[config.mk]
export PLATFORM = sky130hd
export DESIGN_NAME = irq_nest_ctrl
export DESIGN_NICKNAME = d
export VERILOG_FILES = /design/src/rtl/irq_nest_ctrl.sv
export SDC_FILE = /design/constraint.sdc
export NUM_CORES = 1
export LEC_CHECK = 0
export BUFFER_PORTS_ARGS = -buffer_cell sky130_fd_sc_hd__buf_4
export CAP_MARGIN = 20
export CORE_MARGIN = 2
export CORE_UTILIZATION = 55
export DETAILED_ROUTE_END_ITERATION = 8
export PLACE_DENSITY = 0.82
export REMOVE_ABC_BUFFERS = 1
export SLEW_MARGIN = 10
export SYNTH_ARGS = -nofsm -noshare
export SYNTH_HDL_FRONTEND = slang
export SYNTH_SLANG_ARGS = --single-unit
[constraint.sdc]
create_clock -name clk -period 5.4 [get_ports clk]
set_clock_uncertainty 0.05 [all_clocks]
set_input_delay 0.81 -clock clk [delete_from_list [all_inputs] [get_ports clk]]
set_output_delay 0.81 -clock clk [all_outputs]
set_load 0.02 [all_outputs]
[src/rtl/irq_nest_ctrl.sv]
// Three-source nested interrupt controller: sync/edge detect, fixed-priority
// arbitration, req/ack handshake and a 3-deep {PC, level} return stack.
module irq_nest_ctrl #(
  parameter logic [31:0] ENTRY1 = 32'h0cdc,
  parameter logic [31:0] ENTRY2 = 32'h0d0d,
  parameter logic [31:0] ENTRY3 = 32'h0d3e
) (
  input  logic        clk,
  input  logic        rst,
  input  logic [2:0]  irq_in,
  input  logic        ie_we,
  input  logic        ie_wdata,
  input  logic        mask_we,
  input  logic [2:0]  mask_wdata,
  input  logic [31:0] ret_pc,
  input  logic        irq_ack,
  input  logic        eret,
  output logic        irq_req,
  output logic [31:0] irq_entry,
  output logic [31:0] epc_out,
  output logic [1:0]  cur_level,
  output logic [2:0]  pending,
  output logic [2:0]  in_service,
  output logic [1:0]  nest_depth,
  output logic        err
);

  localparam logic [0:0] IDLE = 1'b0;
  localparam logic [0:0] REQ  = 1'b1;

  logic [0:0]  state;
  logic [1:0]  grant;
  logic [1:0]  pick;
  logic        ie;
  logic [2:0]  mask;
  logic [2:0]  s1, s2, s3;
  logic [2:0]  rise;
  logic [2:0]  lvl_ok;
  logic [2:0]  elig;
  logic        ack_ok;
  logic        eret_ok;
  logic        eret_bad;
  logic [31:0] pc_stk [3];
  logic [1:0]  lv_stk [3];
  logic [31:0] top_pc;
  logic [1:0]  top_lv;
  logic [2:0]  ack_bit;
  logic [2:0]  ret_bit;

  assign rise     = s2 & ~s3;
  assign lvl_ok   = {cur_level < 2'd3, cur_level < 2'd2, cur_level == 2'd0};
  assign elig     = pending & ~mask & {3{ie}} & lvl_ok;
  assign ack_ok   = (state == REQ) & irq_ack;
  assign eret_ok  = eret & (nest_depth != 2'd0) & ~ack_ok;
  assign eret_bad = eret & ((nest_depth == 2'd0) | ack_ok);
  assign irq_req  = (state == REQ);
  assign epc_out  = top_pc;
  assign ack_bit  = ack_ok ? (3'b001 << grant) : 3'b000;
  assign ret_bit  = eret_ok ? (3'b001 << (cur_level - 2'd1)) : 3'b000;

  always_comb begin
    pick = 2'd0;
    priority case (1'b1)
      elig[2]: pick = 2'd2;
      elig[1]: pick = 2'd1;
      default: pick = 2'd0;
    endcase
  end

  always_comb begin
    irq_entry = 32'h0;
    if (state == REQ) begin
      unique case (grant)
        2'd2:    irq_entry = ENTRY3;
        2'd1:    irq_entry = ENTRY2;
        default: irq_entry = ENTRY1;
      endcase
    end
  end

  // Top of stack sits one below the depth counter.
  always_comb begin
    top_pc = 32'h0;
    top_lv = 2'd0;
    unique case (nest_depth)
      2'd1: begin top_pc = pc_stk[0]; top_lv = lv_stk[0]; end
      2'd2: begin top_pc = pc_stk[1]; top_lv = lv_stk[1]; end
      2'd3: begin top_pc = pc_stk[2]; top_lv = lv_stk[2]; end
      default: ;
    endcase
  end

  always_ff @(posedge clk or posedge rst) begin
    if (rst) begin
      s1 <= 3'b0;
      s2 <= 3'b0;
      s3 <= 3'b0;
      ie <= 1'b0;
      mask <= 3'b0;
      pending <= 3'b0;
      err <= 1'b0;
    end else begin
      s1 <= irq_in;
      s2 <= s1;
      s3 <= s2;
      if (ie_we) ie <= ie_wdata;
      if (mask_we) mask <= mask_wdata;
      pending <= (pending & ~ack_bit) | rise;
      if (eret_bad) err <= 1'b1;
    end
  end

  always_ff @(posedge clk or posedge rst) begin
    if (rst) begin
      state <= IDLE;
      grant <= 2'd0;
    end else begin
      unique case (state)
        IDLE: if (|elig) begin
          state <= REQ;
          grant <= pick;
        end
        REQ: if (irq_ack) state <= IDLE;
        default: state <= IDLE;
      endcase
    end
  end

  always_ff @(posedge clk or posedge rst) begin
    if (rst) begin
      cur_level <= 2'd0;
      nest_depth <= 2'd0;
      in_service <= 3'b0;
      for (int i = 0; i < 3; i++) begin
        pc_stk[i] <= 32'h0;
        lv_stk[i] <= 2'd0;
      end
    end else begin
      in_service <= (in_service | ack_bit) & ~ret_bit;
      if (ack_ok) begin
        cur_level <= grant + 2'd1;
        nest_depth <= nest_depth + 2'd1;
        for (int i = 0; i < 3; i++) begin
          if (nest_depth == 2'(i)) begin
            pc_stk[i] <= ret_pc;
            lv_stk[i] <= cur_level;
          end
        end
      end else if (eret_ok) begin
        cur_level <= top_lv;
        nest_depth <= nest_depth - 2'd1;
      end
    end
  end

endmodule

==> flow_summary.toml, run 1 <==
[worst_setup_path]
setup.worst_path.end_class = "output pin"
cp_slowest_cell = "ha_2"
cp-start-kind = "flip-flop"
path_buf_inv = 2
crit_path_max_incr_delay_ps = 780
path_cells = "inv_1 > ha_2 > a222oi_1 > nor2_1 > buf_4"
reg2regPathDepth = 4
crit_fanout = 35
crit_type = "flip-flop to output pin"
path_depth = 5
arrival_ps = 2360
cpLargestDelayFamily = "adder cells"
worstPathRequired_ps = 4540

[timing]
finalMaxSlewViolations = 0
hold_viol_final = 0
fin_tns_setup_ps = 0
fmax_mhz = 311
setup-violations-final = 0
rsz0062_at_grt = "no"
slew_headroom = 0.384
worstMarginPinSlew_ps = 924
fin_crit_sh = 0.596
period_needed_ps = 3220

[finish]
area_growth_pct = 16.8
drive_gt1_frac = 0.458
fillCellCount = 763
fin_nets = 569
diodes = 0

[synth]
synth_common_cells = "dfrtp_1, mux2_4, nor2_1"
synth.area.mux_share = 0.248
synth_simple_gate_area_frac = 0.0567
ys.flop_type = "dfrtp_1"
synth_cells = 434
synth-async-reset-ratio = 1.00
yosysTopAreaCellShare = 0.519
yosys.area_share.adder = 0.0161
synth_edf_count = 0
ys_warn_count = 0
synth_top_cells_by_area = "dfrtp_1, mux2_4, a222oi_1"
synthDistinctLibCells = 32
synth_area_um2 = 6220
yosys.area.top_type = "dfrtp_1"
ys_seq_area_frac = 0.519
ys_seq_elements = 129
avgSynthCellArea_um2 = 14.3
synth_compound_area_frac = 0.0718
synth_xor_area_frac = 0.00141
yosysMostFrequentCell = "dfrtp_1"
synth_top_family_by_area = "multiplexers"

[power_and_ir_drop]
powerDensity_nw_per_um2 = 696
p_leak_uw = 0.00367
ir_worst_vdd_mv = 0.307
finalPower_uw = 5060

[floorplanning]
dieArea_um2 = 12200
die-width_um = 110
io_pins = 121
die_y_um = 110
initial_core_util = 0.569
rows = 38
core_area_um2 = 10900

[outcome]
outcome = "completed"

[clock_tree]
htreeDepth = 4
clkLatencyLatePin_ps = 410
clkTransAtPathRegs_ps = 50
cts.sinks = 129
postCtsSetupBuffers = 0
clockBufferDepth = 2
cts_root_buf = "clkbuf_16"
cts_resized = 0
tritoncts = "yes"
numCtsBuffers = 17
hold_buffers = 0

[worst_hold_path]
hold_class = "flip-flop to flip-flop"
holdPathStages = 0

[routing]
finalWirelength_um = 13300
firstDrtPassIters = 7
dr.first_iter.drc_count = 286
vias = 3791
wl_per_cell_um = 20.0
postRouteAntennaNets = 0
drcViolationCount = 0
vias_per_cell = 5.69

[place]
numPortBuffers = 99
gp_congestion = 0.814
dpl.hpwl_um = 8030

[global_routing]
grt_max_degree = 78
grt_pass1_vias = 4033
grt.overflow.total = 0
grt_pass1_wl_um = 21300
grt_antenna_before_repair = 0
track_usage = 0.234

[flow_run]
max-cap-violations = 0
cells by family (layout without fill, tap and decap cells):
group | after synthesis | after routing
fa+ha+maj | 8 | 8
other cells | 1 | 21
flops | 129 | 129
buf+inv | 66 | 138
compound gates | 52 | 52
simple gates | 70 | 70
mux | 107 | 107
xor+xnor | 1 | 1
final timing paths:
| kind | slack [ps] | start | end |
|---|---|---|---|
| max | 2180 | nest_depth[0]$_DFFE_PP0P_ | epc_out[3] |
| min | 290 | s1[0]$_DFF_PP0_ | s2[0]$_DFF_PP0_ |
| max reg2reg | 2980 | nest_depth[0]$_DFFE_PP0P_ | pc_stk[6]$_DFFE_PP0P_ |
| min reg2reg | 290 | s1[0]$_DFF_PP0_ | s2[0]$_DFF_PP0_ |
| max in group asynchronous | 3510 | rst | s2[1]$_DFF_PP0_ |
| min in group asynchronous | 560 | rst | mask[2]$_DFFE_PP0P_ |
registers in the layout, indices dropped and copies added, names as in the netlist, 2 cells and up:
register,cells
s2,3
grant,2
in_service,3
pc_stk,96
cur_level,2
lv_stk,6
s3,3
pending,3
mask,3
s1,3
nest_depth,2
per-stage QoR:
| stage | hold slack (ps) | area (um^2) | std cells | setup slack [ps] | util |
|---|---|---|---|---|---|
| final | 292 | 7270 | 666 | 2180 | 0.665 |
| after global routing | 312 | 7270 | 666 | 2050 | 0.665 |
| after CTS | 297 | 7270 | 666 | 2180 | 0.665 |
| after detailed placement | 287 | 6730 | 637 | 2620 | 0.615 |
| after global placement | 284 | 6730 | 637 | 2690 | 0.615 |
| after floorplan | 281 | 5790 | 396 | 1100 | - |
layout make-up:
class	instances	area (um^2)	area share
clock inverters	7	87.6	0.0120
inverters	8	32.5	0.00447
clock buffers	22	454	0.0625
well taps	140	175	0.0241
repair buffers	101	758	0.104
flip-flops and latches	129	3230	0.444
multi-input cells	259	2540	0.349
layout by cell type, fill, tap and decap left out, types with 2 or more instances in the layout:
master,Yosys,routed
dfrtp_1,129,129
mux2_4,90,90
a222oi_1,34,34
o211ai_1,2,2
o21ai_0,10,10
ha_1,8,5
clkinv_2,0,4
buf_4,27,101
bufinv_16,0,2
nand2b_1,2,2
inv_1,8,7
nand2_1,17,17
nor2_1,37,37
nand2_8,3,3
nor2b_1,3,3
conb_1,1,21
clkbuf_16,0,17
mux2_2,16,16
a21oi_1,2,2
ha_2,0,3
and2_1,3,3
clkbuf_1,16,4
where the power goes:
group          internal, uW  total [uW]  switching (uW)
sequential             1410        1740             331
clock                   679        1070             388
combinational          1160        2250            1080
layer usage:
metal / vias up / track usage / part of all wire
met3: 21 / 0.0570 / 0.049
met1: 1963 / 0.299 / 0.41
met2: 133 / 0.388 / 0.52
met4: 0 / 0.0911 / 0.019
met5: - / 0 / 0
li1: 1674 / - / -
Note: power is estimated with default switching activity, not from simulation.
==> inputs of run 2 (changes only) <==
==> constraint.sdc (replaced) <==
create_clock -name clk -period 3.3 [get_ports clk]
set_clock_uncertainty 0.05 [all_clocks]
set_input_delay 0.495 -clock clk [delete_from_list [all_inputs] [get_ports clk]]
set_output_delay 0.495 -clock clk [all_outputs]
set_load 0.02 [all_outputs]
==> flow_summary.toml, run 2 (synthesis results as in run 1) <==
[power_and_ir_drop]
finalPower_uw = 8550
p_leak_uw = 0.00371
switching_share = 0.354
power.share.combinational = 0.435
switchingPower_uw = 3020
power_frac_seq = 0.332
clkPwrFrac = 0.233
powerDensity_nw_per_um2 = 1160
ir_worst_vdd_mv = 0.597
p_int_uw = 5530

[clock_tree]
cts.sinks = 129
clkLatencyLatePin_ps = 410
cts_resized = 0
postCtsSetupBuffers = 0
cts_root_buf = "clkbuf_16"
numCtsBuffers = 17
tritoncts = "yes"
clkTransAtPathRegs_ps = 60
htreeDepth = 4
hold_buffers = 0
clockBufferDepth = 2

[routing]
m1WireLength_um = 5530
vias_per_cell = 5.70
dr.first_iter.drc_count = 272
drcViolationCount = 0
postRouteAntennaNets = 0
routed-wl-met3_um = 771
highest_layer = "met4"
finalWirelength_um = 13500
wl_met2_um = 6950
firstDrtPassIters = 6
wl_per_cell_um = 20.1
vias = 3823

[timing]
rsz0062_at_grt = "no"
hold_viol_final = 0
slew_headroom = 0.317
finalMaxSlewViolations = 0
setup-violations-final = 0
period_needed_ps = 3050
fin_ws_ps = 252
fmax_mhz = 328
fin_crit_sh = 0.924
worstMarginPinSlew_ps = 1030
fin_tns_setup_ps = 0

[floorplanning]
dieArea_um2 = 12200
io_pins = 121
rows = 38
die-width_um = 110
initial_core_util = 0.569
die_y_um = 110
core_area_um2 = 10900

[worst_hold_path]
hp-start = "irq_in[1]"
holdPathStages = 1
whs_endpoint = "s1[1]$_DFF_PP0_"
hold_class = "primary input to flip-flop"

[place]
dpl.hpwl_um = 8150
place_inst = 639
pre_cts_ws_ps = 700
numPortBuffers = 99
gp_congestion = 0.809

[finish]
largest_register_ffs = 96
fillCellCount = 763
multiInputGateArea_um2 = 2540
reg_top3 = "pc_stk x96, lv_stk x6"
diodes = 0
drive_gt1_frac = 0.469
register_area_um2 = 3230
final_common_cell = "dfrtp_1"
final_cell_mix = "dfrtp_1, buf_4, mux2_4"
fin_nets = 571
final_core_util = 0.675
area_growth_pct = 18.6
instances_no_fill = 671
regMostFlops = "pc_stk"

[worst_setup_path]
crit_type = "flip-flop to output pin"
reg2reg_from = "nest_depth[0]$_DFFE_PP0P_"
cp-start-kind = "flip-flop"
crit_fanout = 23
r2r-end = "lv_stk[0]$_DFFE_PP0P_"
worstPathRequired_ps = 2750
r2r_slack_ps = 850
setup.worst_path.end_class = "output pin"
reg2regPathDepth = 4
arrival_ps = 2500

[global_routing]
grt_pass1_wl_um = 21000
grt_max_degree = 68
grt_pass1_vias = 4025
track_usage = 0.231
grt.overflow.total = 0
grt_antenna_before_repair = 0

[outcome]
outcome = "completed"

[flow_run]
max-cap-violations = 0
-- run 2: cell count changes in the layout (fill, tap and decap cells not counted) --
cell,before,now
clkinv_4,0,1
clkbuf_8,1,2
clkinvlp_4,1,5
buf_4,101,103
bufinv_16,2,4
clkbuf_1,4,1
inv_6,0,1
clkinv_2,4,1
-- run 2: area by class of cell --
cell class | count | share of cell area
flip-flops and latches | 129 | 0.437
multi-input cells | 259 | 0.344
repair buffers | 103 | 0.105
clock buffers | 20 | 0.0619
clock inverters | 12 | 0.0244
well taps | 140 | 0.0237
inverters | 8 | 0.00441
-- run 2: worst max-delay path by stage --
| stage | startpoint | end | cells past startpoint |
|---|---|---|---|
| finish | nest_depth[0]$_DFFE_PP0P_ | epc_out[21] | 5 |
| global route | nest_depth[0]$_DFFE_PP0P_ | epc_out[13] | 5 |
| CTS | nest_depth[0]$_DFFE_PP0P_ | epc_out[20] | 5 |
| detailed placement | nest_depth[0]$_DFFE_PP0P_ | epc_out[20] | 5 |
| global placement | nest_depth[0]$_DFFE_PP0P_ | epc_out[20] | 5 |
| floorplan | rst | cur_level[0]$_DFFE_PP0P_ | 1 |
-- run 2: layer usage --
metal | vias to the layer above | GRT usage
met3 | 20 | 0.0517
met4 | 0 | 0.0875
met2 | 170 | 0.376
li1 | 1688 | -
met5 | - | 0
met1 | 1945 | 0.303
-- run 2: power by group through the flow --
stage	combinational [uW]	sequential [uW]	clock [uW]
after global routing	3940	2910	2090
after floorplan	2470	2760	0
after detailed placement	3690	2810	0
after CTS	3730	2820	2020
final	3720	2840	2000
after global placement	3600	2770	0
-- run 2: through the flow --
step / hold slack, ps / cell area, um^2
floorplan: 281 / 5790
global placement: 284 / 6750
detailed placement: 290 / 6750
CTS: 136 / 7380
global route: 127 / 7380
finish: 146 / 7380
-- run 2: worst max-delay path, stage by stage (launching register included) --
cell and delay [ps]:
dfrtp_1 440, ha_1 870, buf_4 360, a222oi_1 120, nor2_1 140, buf_4 160
==> inputs of run 3 (changes only) <==
--- a/config.mk
+++ b/config.mk
@@ -7,10 +7,9 @@
 export LEC_CHECK = 0
 export BUFFER_PORTS_ARGS = -buffer_cell sky130_fd_sc_hd__buf_4
 export CAP_MARGIN = 20
-export CORE_MARGIN = 2
 export CORE_UTILIZATION = 55
 export DETAILED_ROUTE_END_ITERATION = 8
-export PLACE_DENSITY = 0.82
+export PLACE_DENSITY = 0.77
 export REMOVE_ABC_BUFFERS = 1
 export SLEW_MARGIN = 10
 export SYNTH_ARGS = -nofsm -noshare
==> flow_summary.toml, run 3 (synthesis results as in run 1) <==
[outcome]
outcome = "completed"

[power_and_ir_drop]
power.share.combinational = 0.442
p_int_uw = 5380
switchingPower_uw = 3020
power_frac_seq = 0.335
clkPwrFrac = 0.223
switching_share = 0.360
p_leak_uw = 0.00371
ir_worst_vdd_mv = 0.656
powerDensity_nw_per_um2 = 1140
finalPower_uw = 8390

[worst_setup_path]
setup.worst_path.end_class = "output pin"
path_cells = "inv_1 > ha_2 > a222oi_1 > nor2_1 > buf_4"
r2r_slack_ps = 890
crit_fanout = 35
reg2reg_from = "nest_depth[0]$_DFFE_PP0P_"
crit_path_end = "epc_out[4]"
crit_path_max_incr_delay_ps = 770
worstPathRequired_ps = 2750
reg2regPathDepth = 4
crit_path_start = "nest_depth[1]$_DFFE_PP0P_"
cp_slowest_cell = "ha_2"
crit_type = "flip-flop to output pin"
cp-start-kind = "flip-flop"
r2r-end = "pc_stk[21]$_DFFE_PP0P_"
arrival_ps = 2360

[timing]
fin_crit_sh = 0.880
slew_headroom = 0.421
fmax_mhz = 344
fin_tns_setup_ps = 0
rsz0062_at_grt = "no"
finalMaxSlewViolations = 0
setup-violations-final = 0
worstMarginPinSlew_ps = 868
period_needed_ps = 2900
hold_ws_ps = 131
hold_viol_final = 0

[place]
dpl.hpwl_um = 7650
numPortBuffers = 99
gp_congestion = 0.720

[clock_tree]
cts_root_buf = "clkbuf_16"
cts.sinks = 129
cts_resized = 0
tritoncts = "yes"
htreeDepth = 4
clockBufferDepth = 2
clkLatencyLatePin_ps = 420
numCtsBuffers = 17
hold_buffers = 1
clkTransAtPathRegs_ps = 60
postCtsSetupBuffers = 0

[global_routing]
grt.overflow.total = 0
grt_max_degree = 114
grt_pass1_wl_um = 20500
grt_antenna_before_repair = 0
track_usage = 0.234
grt_pass1_vias = 3924

[routing]
routed-wl-met3_um = 624
highest_layer = "met4"
vias_per_cell = 5.69
vias = 3815
wl_per_cell_um = 19.0
wl_met2_um = 6450
dr.first_iter.drc_count = 381
m1WireLength_um = 5590
postRouteAntennaNets = 0
finalWirelength_um = 12800
firstDrtPassIters = 8
drcViolationCount = 0

[finish]
final_cell_mix = "dfrtp_1, buf_4, mux2_4"
reg_top3 = "pc_stk x96, lv_stk x6"
largest_register_ffs = 96
register_area_um2 = 3230
area_growth_pct = 18.5
multiInputGateArea_um2 = 2540
fin_nets = 571
fillCellCount = 793
diodes = 0
final_core_util = 0.674
drive_gt1_frac = 0.469
final_common_cell = "dfrtp_1"
regMostFlops = "pc_stk"

[floorplanning]
dieArea_um2 = 11700
io_pins = 121
rows = 38
core_area_um2 = 10900
die_y_um = 108
die-width_um = 108
initial_core_util = 0.569

[flow_run]
max-cap-violations = 0

[worst_hold_path]
hold_class = "primary input to flip-flop"
## run 3: cell types whose count changed in the layout (fill, tap and decap cells not counted), sizes merged
cell         before  now
buf             103  102
bufinv            4    2
clkinv            2    5
dlygate4sd3       0    1
inv               9   14
clkbuf           20   17
clkinvlp          5    2
## run 3: through the flow
| step | setup slack [ps] | instances | area [um^2] |
|---|---|---|---|
| after detailed placement | 847 | 638 | 6770 |
| after global placement | 659 | 637 | 6740 |
| after global routing | 275 | 671 | 7380 |
| after CTS | 390 | 671 | 7380 |
| final | 396 | 671 | 7380 |
| after floorplan | -686 | 396 | 5790 |
## run 3: area by class of cell
| type | count | area share |
|---|---|---|
| repair buffers | 103 | 0.110 |
| flip-flops and latches | 129 | 0.438 |
| well taps | 140 | 0.0237 |
| clock inverters | 15 | 0.0231 |
| inverters | 8 | 0.00441 |
| multi-input cells | 259 | 0.344 |
| clock buffers | 17 | 0.0577 |
## run 3: worst max-delay path: cells and delay by family (launching register included)
kind                       cells  cell delay [ps]
adders and majority gates      1              770
and+or+nand+nor                1              190
DFF                            1              430
buffers and inverters          2              290
AOI/OAI and AO/OA              1              250
## run 3: per-layer routing
| layer | track usage | vias up |
|---|---|---|
| met3 | 0.0585 | 10 |
| met4 | 0.0898 | 0 |
| met5 | 0 | - |
| li1 | - | 1691 |
| met1 | 0.305 | 1986 |
| met2 | 0.378 | 128 |
## run 3: how the worst min path moves through the flow
stage                     depth (start not counted)               to            start
final                                             1  s1[0]$_DFF_PP0_        irq_in[0]
after global routing                              1  s1[0]$_DFF_PP0_        irq_in[0]
after CTS                                         1  s1[2]$_DFF_PP0_        irq_in[2]
after detailed placement                          0  s2[1]$_DFF_PP0_  s1[1]$_DFF_PP0_
after global placement                            0  s2[0]$_DFF_PP0_  s1[0]$_DFF_PP0_
after floorplan                                   0  s2[0]$_DFF_PP0_  s1[0]$_DFF_PP0_
## run 3: power by group through the flow
stage | clock network (uW) | logic (uW) | registers, uW
floorplan | 0 | 2470 | 2760
global placement | 0 | 3600 | 2760
detailed placement | 0 | 3710 | 2810
CTS | 1910 | 3740 | 2800
global route | 1980 | 3970 | 2890
finish | 1870 | 3710 | 2810
